File: src/rtl/tlut_sweep_capture_pkg.sv
// Shared state encoding and constants for the temporal-LUT sweep capture block.
// Build option TLUT_EARLY_EXIT_EN selects the early-exit sweep variant in tlut_sweep_capture.
`ifndef INPUT_WIDTH
`define INPUT_WIDTH 8
`endif

package tlut_pkg;

    localparam int IN_W_DEF = `INPUT_WIDTH;
    localparam logic [IN_W_DEF-1:0] CNT_MAX = {IN_W_DEF{1'b1}};

    typedef enum logic [1:0] {
        IDLE  = 2'd0,
        ARM   = 2'd1,
        SWEEP = 2'd2,
        DONE  = 2'd3
    } sweep_state_t;

endpackage

File: src/rtl/tlut_sweep_capture_if.sv
// Operand, counter-side and result signals of the sweep capture block.
// slave = the capture block, master = whatever drives operands and hosts the counter/LUT.
interface tlut_sweep_capture_if #(
    parameter int IN_W   = `INPUT_WIDTH,
    parameter int DATA_W = 16
);
    logic              op_valid;
    logic              op_ready;
    logic [IN_W-1:0]   op_a;
    logic [IN_W-1:0]   cnt_in;
    logic              rollover_in;
    logic [DATA_W-1:0] lut_data;
    logic              cnt_en;
    logic              res_valid;
    logic              res_ready;
    logic [DATA_W-1:0] res_data;

    modport master (
        output op_valid, op_a, cnt_in, rollover_in, lut_data, res_ready,
        input  op_ready, cnt_en, res_valid, res_data
    );

    modport slave (
        input  op_valid, op_a, cnt_in, rollover_in, lut_data, res_ready,
        output op_ready, cnt_en, res_valid, res_data
    );
endinterface

File: src/rtl/tlut_sweep_capture_match_latch.sv
// Compares the broadcast count with the job operand and latches the LUT word on a hit.
// Latency: result register updates on the edge after the matching cycle; no backpressure.
module tlut_match_latch
    import tlut_pkg::*;
#(
    parameter int IN_W   = IN_W_DEF,
    parameter int DATA_W = 16
) (
    input  logic              clk,
    input  logic              rst,
    input  logic [IN_W-1:0]   cnt_i,
    input  logic [IN_W-1:0]   op_i,
    input  logic [DATA_W-1:0] lut_i,
    input  logic              cap_en_i,
    output logic              match_o,
    output logic [DATA_W-1:0] res_o
);

    logic [DATA_W-1:0] res_q;
    logic [DATA_W-1:0] res_d;

    assign match_o = (cnt_i == op_i);

    always_comb begin
        res_d = res_q;
        if (cap_en_i && match_o) begin
            res_d = lut_i;
        end
    end

    always_ff @(posedge clk) begin
        if (rst) begin
            res_q <= '0;
        end else begin
            res_q <= res_d;
        end
    end

    assign res_o = res_q;

endmodule

File: src/rtl/tlut_sweep_capture.sv
// Runs the sweep counter for one aligned sweep per operand and captures the LUT word at cnt==op.
// Latency 2^IN_W+1 (op+2 with TLUT_EARLY_EXIT_EN) from an aligned counter; result held until res_ready.
module tlut_sweep_capture
    import tlut_pkg::*;
#(
    parameter int IN_W   = `INPUT_WIDTH,
    parameter int DATA_W = 16
) (
    input  logic                 clk,
    input  logic                 rst,
    tlut_sweep_capture_if.slave  bus
);

    localparam logic [IN_W-1:0] LAST_CNT = {IN_W{1'b1}};

    sweep_state_t      state_q;
    sweep_state_t      state_d;
    logic [IN_W-1:0]   op_q;
    logic [IN_W-1:0]   op_d;
    logic              op_ready_q;
    logic              cnt_en_q;
    logic              res_valid_q;
    logic              cap_en;
    logic              match;
    logic [DATA_W-1:0] res_data;

    tlut_match_latch #(
        .IN_W   (IN_W),
        .DATA_W (DATA_W)
    ) u_match_latch (
        .clk      (clk),
        .rst      (rst),
        .cnt_i    (bus.cnt_in),
        .op_i     (op_q),
        .lut_i    (bus.lut_data),
        .cap_en_i (cap_en),
        .match_o  (match),
        .res_o    (res_data)
    );

    always_comb begin
        state_d = state_q;
        op_d    = op_q;
        cap_en  = 1'b0;
        unique case (state_q)
            IDLE: begin
                if (bus.op_valid && op_ready_q) begin
                    op_d    = bus.op_a;
                    state_d = ARM;
                end
            end
            ARM: begin
                // cnt_in is 0 on rollover, so the latch only loads here when op_q==0
                if (bus.rollover_in) begin
                    cap_en = 1'b1;
`ifdef TLUT_EARLY_EXIT_EN
                    state_d = match ? DONE : SWEEP;
`else
                    state_d = SWEEP;
`endif
                end
            end
            SWEEP: begin
                cap_en = 1'b1;
                if (bus.cnt_in == LAST_CNT) begin
                    state_d = DONE;
                end
`ifdef TLUT_EARLY_EXIT_EN
                if (match) begin
                    state_d = DONE;
                end
`endif
            end
            DONE: begin
                if (bus.res_ready) begin
                    state_d = IDLE;
                end
            end
            default: state_d = IDLE;
        endcase
    end

    always_ff @(posedge clk) begin
        if (rst) begin
            state_q     <= IDLE;
            op_q        <= '0;
            op_ready_q  <= 1'b0;
            cnt_en_q    <= 1'b0;
            res_valid_q <= 1'b0;
        end else begin
            state_q     <= state_d;
            op_q        <= op_d;
            op_ready_q  <= (state_d == IDLE);
            cnt_en_q    <= (state_d == ARM) || (state_d == SWEEP);
            res_valid_q <= (state_d == DONE);
        end
    end

    assign bus.op_ready  = op_ready_q;
    assign bus.cnt_en    = cnt_en_q;
    assign bus.res_valid = res_valid_q;
    assign bus.res_data  = res_data;

endmodule
File: src/flat_wrapper.sv
// flat-port wrapper written by rule: the top's interface ports become plain ports
module tlut_sweep_capture_flat import tlut_pkg::*;
#(
    parameter int IN_W   = `INPUT_WIDTH,
    parameter int DATA_W = 16
)
  (clk, rst, bus_op_valid, bus_op_a, bus_cnt_in, bus_rollover_in, bus_lut_data, bus_res_ready, bus_op_ready, bus_cnt_en, bus_res_valid, bus_res_data);
  tlut_sweep_capture_if #(.IN_W(IN_W), .DATA_W(DATA_W)) bus_i ();
  input  logic clk;
  input  logic rst;
  input wire logic [$bits(bus_i.op_valid)-1:0] bus_op_valid;
  input wire logic [$bits(bus_i.op_a)-1:0] bus_op_a;
  input wire logic [$bits(bus_i.cnt_in)-1:0] bus_cnt_in;
  input wire logic [$bits(bus_i.rollover_in)-1:0] bus_rollover_in;
  input wire logic [$bits(bus_i.lut_data)-1:0] bus_lut_data;
  input wire logic [$bits(bus_i.res_ready)-1:0] bus_res_ready;
  output wire logic [$bits(bus_i.op_ready)-1:0] bus_op_ready;
  output wire logic [$bits(bus_i.cnt_en)-1:0] bus_cnt_en;
  output wire logic [$bits(bus_i.res_valid)-1:0] bus_res_valid;
  output wire logic [$bits(bus_i.res_data)-1:0] bus_res_data;
  assign bus_i.op_valid = bus_op_valid;
  assign bus_i.op_a = bus_op_a;
  assign bus_i.cnt_in = bus_cnt_in;
  assign bus_i.rollover_in = bus_rollover_in;
  assign bus_i.lut_data = bus_lut_data;
  assign bus_i.res_ready = bus_res_ready;
  assign bus_op_ready = bus_i.op_ready;
  assign bus_cnt_en = bus_i.cnt_en;
  assign bus_res_valid = bus_i.res_valid;
  assign bus_res_data = bus_i.res_data;
  tlut_sweep_capture #(.IN_W(IN_W), .DATA_W(DATA_W)) u_core (.clk(clk), .rst(rst), .bus(bus_i));
endmodule
File: config.mk
export PLATFORM = sky130hd
export DESIGN_NAME = tlut_sweep_capture_flat
export DESIGN_NICKNAME = d
export VERILOG_FILES = /design/src/rtl/tlut_sweep_capture_pkg.sv /design/src/rtl/tlut_sweep_capture_if.sv /design/src/rtl/tlut_sweep_capture_match_latch.sv /design/src/rtl/tlut_sweep_capture.sv /design/src/flat_wrapper.sv
export SDC_FILE = /design/constraint.sdc
export NUM_CORES = 1
export LEC_CHECK = 0
export CELL_PAD_IN_SITES_DETAIL_PLACEMENT = 0
export CELL_PAD_IN_SITES_GLOBAL_PLACEMENT = 1
export CORE_MARGIN = 5
export CORE_UTILIZATION = 28
export CTS_CLUSTER_SIZE = 14
export DETAILED_ROUTE_END_ITERATION = 10
export GPL_TIMING_DRIVEN = 0
export PLACE_DENSITY = 0.84
export SYNTH_ARGS = -nofsm -noshare
export SYNTH_HDL_FRONTEND = slang
export SYNTH_SLANG_ARGS = --single-unit
File: constraint.sdc
create_clock -name clk -period 1.76 [get_ports clk]
set_input_delay 0.264 -clock clk [delete_from_list [all_inputs] [get_ports clk]]
set_output_delay 0.264 -clock clk [all_outputs]
set_load 0.01 [all_outputs]
## Yosys cells after proc, flatten, opt, wreduce, memory -nomap -nowiden

Index checks and enable logic that the tools add are counted.

| word-level totals | value |
|---|---|
| output and inout bits | 19 |
| input bits | 37 |
| word-level logic and storage cells | 27 |
| register bits after elaboration | 29 |

| cells by class | value |
|---|---|
| reduce and logical (&&, ||, !) cells | 6 |
| muxes and demuxes | 7 |
| eq/ne operators | 8 |

Operator list:

| operator | count |
|---|---|
| $eq A2 B2 Y1 const B | 4 |
| $eq A8 B8 Y1 | 1 |
| $eq A8 B8 Y1 const B | 1 |
| $mux W2 | 4 |
| $pmux W2 S4 | 1 |
| $eq A2 B1 Y1 const B | 2 |
| $logic_not A2 Y1 | 2 |
| $logic_and A1 B1 Y1 | 2 |
| $pmux W1 S2 | 1 |
| $reduce_and A2 Y1 | 1 |
| $logic_or A1 B1 Y1 | 1 |
| $mux W1 | 1 |

## Longest topological paths before layout

| depth | value |
|---|---|
| depth after elaboration | 5 |
| depth in mapped cells | 8 |
| mapped depth without buffers | 7 |

## Cells and area by module

From an unflattened synthesis, not the netlist that was laid out.

| unflattened totals | value |
|---|---|
| cells, all modules | 140 |
| area total of the unflattened synthesis | 1426.4 µm² |

By module, submodules not included:

| module | cells each | area each (µm²) | instances | seq. area each (µm²) |
|---|---|---|---|---|
| tlut_match_latch | 81 | 813.3 | 1 | 320.3 |
| tlut_sweep_capture | 59 | 613.1 | 1 | 260.2 |

## Worst setup path before layout

No wires, ideal clock.

| timing | value |
|---|---|
| kind | register to register |
| start | register u_core.state_q[1] |
| end | register u_core.cnt_en_q (netlist: u_core.bus.cnt_en) |
| library setup time | 0.124 ns |
| path slack | 0.109 ns |
| buffers on the path | 0 |
| arrival time | 1.527 ns |
| cell stages (with the launch flop) | 7 |
| required time | 1.636 ns |
| clock period less this slack | 1.651 ns |
| cells stage by stage | dfxtp_1 inv_1 ha_1 o41ai_1 o21ai_0 ha_1 nor2b_1 |

| between the ends | value |
|---|---|
| cells in the longest elaborated chain, start to end | 4 |
| elaborated cells on any way between the ends | 12 |
| classes of those cells | eq/ne (5); mux (5); reduce/logical (2) |

RTL lines:

| what | line | source |
|---|---|---|
| start, declared | tlut_sweep_capture.sv:16 | `sweep_state_t state_q;` |
| start signal, assigned | tlut_sweep_capture.sv:91 | `state_q <= state_d;` |
| $eq A2 B2 Y1, or another cell as far along | tlut_sweep_capture.sv:45 | `unique case (state_q)` |
| $pmux W2 S4 * | tlut_sweep_capture.sv:45 |  |
| $eq A2 B1 Y1 / $eq A2 B2 Y1 (equally long branches) | tlut_sweep_capture.sv:94 | `cnt_en_q <= (state_d == ARM) \|\| (state_d == SWEEP);` |
| $logic_or A1 B1 Y1 * | tlut_sweep_capture.sv:94 |  |
| end signal, assigned | tlut_sweep_capture.sv:94 |  |
| end, declared | tlut_sweep_capture.sv:21 | `logic cnt_en_q;` |

Mark *: on every way between the ends. The rest lies on a longest branch, timed or not.
A chain may end at the register's enable or synchronous reset.

## Final worst setup path

| timing | value |
|---|---|
| start | input bus_cnt_in[7] |
| end | register u_core.cnt_en_q (netlist: u_core.bus.cnt_en) |

| between the ends | value |
|---|---|
| cells in the longest elaborated chain, start to end | 5 |
| elaborated cells on any way between the ends | 6 |
| classes of those cells | eq/ne (3); mux (2); reduce/logical (1) |

RTL lines:

| what | line | source |
|---|---|---|
| start, declared | flat_wrapper.sv:13 | `input wire logic [$bits(bus_i.cnt_in)-1:0] bus_cnt_in;` |
| $eq A8 B8 Y1 * | tlut_sweep_capture.sv:65 | `if (bus.cnt_in == LAST_CNT) begin` |
| $mux W2 * | tlut_sweep_capture.sv:65 |  |
| $pmux W2 S4 * | tlut_sweep_capture.sv:45 |  |
| $eq A2 B1 Y1 / $eq A2 B2 Y1 (equally long branches) | tlut_sweep_capture.sv:94 |  |
| $logic_or A1 B1 Y1 * | tlut_sweep_capture.sv:94 |  |

Marked as above.

==> results.md <==
- Portion of total power attributed to sequential cells: 37.1%
- Leak Pwr: 0.893 nW
- Share of post-route cells with drive strength above 1: 13.7%
- Dpl cell area: 2020 um2
- Post-synthesis sequential area ratio: 41.8%
- Number of different library cells in the post-synthesis netlist: 24
- Final Instance Area: 2290 um2
- Final hold slack: 473 ps
- Share of the clock period used by the worst path: 96.2%
- Power per unit of standard cell area: 949 nW/um2
- Net count after synthesis: 183
- I/O pin count: 56
- Max Cap Viol: 0
- Final-report hold violation count: 0
- Final sum of negative setup slack: 0 ps
- Average via count per standard cell: 4.14
- Most utilized layer in the global route result: met2
- Syn_area_per_cell: 9.93 um2
- Final wirelength: 3440 um
- CTS tree: built
- Worst Max-Slew Pin Slew: 523 ps
- Detailed-routing iteration count for the pre-antenna-repair pass: 4
- Max Clk Rate: 590 MHz
- Delay-heaviest family, CP: compound AO/OA/AOI/OAI gates
- Most common library cells after synthesis: sky130_fd_sc_hd__nand2b_1, sky130_fd_sc_hd__dfxtp_1, sky130_fd_sc_hd__mux2i_1
- WP data required: 1910 ps
- Met3 Usage GRT: 3.70%
- Largest net degree at the start of global routing: 11
- Cell with the most instances after synthesis: sky130_fd_sc_hd__nand2b_1
- Count of warnings emitted by yosys: 0
- Die area: 6470 um2
- Number of enable flip-flop cells after synthesis: 0
- Met2 usage in global routing: 16.5%
- Die span in x: 80.5 um
- Crit path arrival time: 1850 ps
- Core Footprint: 4790 um2
- Deepest clock path buffer count: 2
- Most used flip-flop cell after synthesis: sky130_fd_sc_hd__dfxtp_1
- Total track usage: 10.6%
- Layout filler cell count: 472
- Sw Ratio: 28.1%
- Path type of the worst min-delay path: register to register
- Via count of the first global-routing pass: 1064
- Worst-skew pair later-pin latency: 280 ps
- Combined area of the multi-input logic cells: 797 um2
- Detailed-route wire length per cell: 12.4 um
- Port buffer count: 55
- Crit path launch type: input port
- Start-to-end type of the worst setup path: input port to register
- RSZ-0062 raised after global routing: true
- Worst IR drop on VDD: 0.000411 V
- CP Capture Type: register
- Worst-path cell chain: clkdlybuf4s50_1, nand4_1, o41ai_2, o21ai_2, ha_1, nor2b_1
- Number of clock sinks: 29
- Routability Congestion: 0.720
- Clock share of power: 32.6%
- Crit path largest cell delay: 500 ps
- Crit path max fanout: 3
- Antenna diode instance count: 0
- Final setup margin: 66.4 ps
- HPWL after DPL: 2500 um
- Psw: 0.611 mW
- Total congestion overflow: 0
- Result of the run: completed
- Final period demand of the worst path: 1690 ps
- CTS Buf Count: 5
- Total area of sequential cells: 588 um2
- Internal power consumption: 1.56 mW
- Top cell type's share of synthesized area: 41.8%
- FF+latch count, synth: 29
- Post-detailed-route DRC marker count: 0
- Number of buffer and inverter instances along the worst setup path: 1
- Layout overhead on the synthesized area: 64.6%
- Headroom to the max-slew limit: 65.1%
- Grt met1 use: 12.9%
- Initial antenna violation count: 0
- Cell types with the largest area share after synthesis: sky130_fd_sc_hd__dfxtp_1, sky130_fd_sc_hd__mux2i_1, sky130_fd_sc_hd__nand2b_1
- Clock-pin slew of the registers on the worst-case setup and hold paths: 60 ps
- Slowest stage cell on the critical path: sky130_fd_sc_hd__clkdlybuf4s50_1
- Clock root cell: sky130_fd_sc_hd__clkbuf_8
- Max Transition Viols Final: 0
- Vertical die dimension: 80.5 um
- Minimum setup slack after placement: -257 ps
- Remaining antenna violation count after routing: 0
- Cell accounting for the most synthesized area: sky130_fd_sc_hd__dfxtp_1
- Starting Density: 29.0%
- Number of standard cells after synthesis: 140
- Violation count after the first detailed-routing iteration: 22
- Max H-tree Level: 2
- Global-route wire length before repair: 5110 um
- Maximum clock skew at final layout: 3.74 ps
- Combinational fraction of design power: 30.4%
- Fraction of synthesis flops using an asynchronous set or reset pin: 0%
- Post-synthesis cell area: 1390 um2
- Post-layout net count: 253
- Routed via count: 1152
- Post-layout power: 2.17 mW
- CTS hold repair buffers: 0
- Core Rows: 25
- Setup violations, final: 0
[cells by family (layout without fill, tap and decap cells)]
family	count (synthesis)	after routing	synth area share [%]
xor+xnor	8	8	5.04
compound gates	8	8	3.69
simple gates	55	55	22.4
flops	29	29	41.8
mux	24	24	17.3
fa+ha+maj	6	6	5.40
buf+inv	10	81	4.41
[power by group through the flow]
stage | clock [mW] | combinational, mW | sequential [mW]
2_1_floorplan | 0 | 0.339 | 0.792
3_3_place_gp | 0 | 0.548 | 0.794
3_5_place_dp | 0 | 0.544 | 0.795
4_1_cts | 0.730 | 0.564 | 0.784
5_1_grt | 0.767 | 0.730 | 0.813
6_report | 0.707 | 0.660 | 0.806
[routing by layer]
layer  wire length (um)  share of wire [%]  up-vias
met5                  0                  0        -
met4                 63                1.8        0
met3                166                4.8        5
met2               1740                 50       31
met1               1470                 43      515
li1                   -                  -      601
[layout make-up]
| class | instances | share of cell area (%) |
|---|---|---|
| multi-input combinational | 101 | 34.8 |
| inverter | 4 | 0.875 |
| clock inverter | 1 | 1.31 |
| tap | 67 | 3.66 |
| sequential | 29 | 25.7 |
| timing repair buffer | 63 | 27.8 |
| buffer | 6 | 2.08 |
| clock buffer | 7 | 3.77 |
[metrics by stage]
step | utilization, % | cells
detailed placement | 42.3 | 262
CTS | 45.3 | 272
floorplan | - | 140
global route | 47.8 | 278
finish | 47.8 | 278
global placement | 42.3 | 262
[placed cells by master, fill, tap and decap left out, types with 3 or more instances in the layout]
| master | instances |
|---|---|
| sky130_fd_sc_hd__clkbuf_8 | 6 |
| sky130_fd_sc_hd__nand2b_1 | 32 |
| sky130_fd_sc_hd__buf_4 | 5 |
| sky130_fd_sc_hd__mux2i_1 | 24 |
| sky130_fd_sc_hd__ha_1 | 3 |
| sky130_fd_sc_hd__xor2_1 | 7 |
| sky130_fd_sc_hd__nor2_1 | 11 |
| sky130_fd_sc_hd__nor2b_1 | 3 |
| sky130_fd_sc_hd__dfxtp_1 | 27 |
| sky130_fd_sc_hd__clkbuf_1 | 4 |
| sky130_fd_sc_hd__buf_6 | 3 |
| sky130_fd_sc_hd__clkdlybuf4s50_1 | 55 |
[worst reg2reg max path, cell delays in order, from the launching register on]
cell,delay [ps]
sky130_fd_sc_hd__dfxtp_4,370
sky130_fd_sc_hd__inv_4,70
sky130_fd_sc_hd__ha_4,140
sky130_fd_sc_hd__inv_1,50
sky130_fd_sc_hd__o41ai_2,390
sky130_fd_sc_hd__o21ai_2,130
sky130_fd_sc_hd__ha_1,280
sky130_fd_sc_hd__nor2b_1,130
[repair_timing]
item	CTS	global route
gates cloned	0	1
endpoints found under the setup margin	18	27
setup buffers	2	5
resized for setup	4	18
pin swaps	2	6
[state kept, by name (all words and copies together), names as in the netlist]
name                        count
u_core.bus.res_valid            1
u_core.bus.op_ready             1
u_core.bus.cnt_en               1
u_core.op_q                     8
u_core.u_match_latch.res_o     16
u_core.state_q                  2
[worst paths after layout]
| check | from | end | slack (ps) | depth (start not counted) |
|---|---|---|---|---|
| max | bus_cnt_in[7] | u_core.bus.cnt_en | 70 | 6 |
| min | u_core.u_match_latch.res_o[4] | u_core.u_match_latch.res_o[4] | 470 | 2 |
| max reg2reg | u_core.state_q[0] | u_core.bus.cnt_en | 80 | 7 |
| min reg2reg | u_core.u_match_latch.res_o[4] | u_core.u_match_latch.res_o[4] | 470 | 2 |
Note: power is estimated with default switching activity, not from simulation.
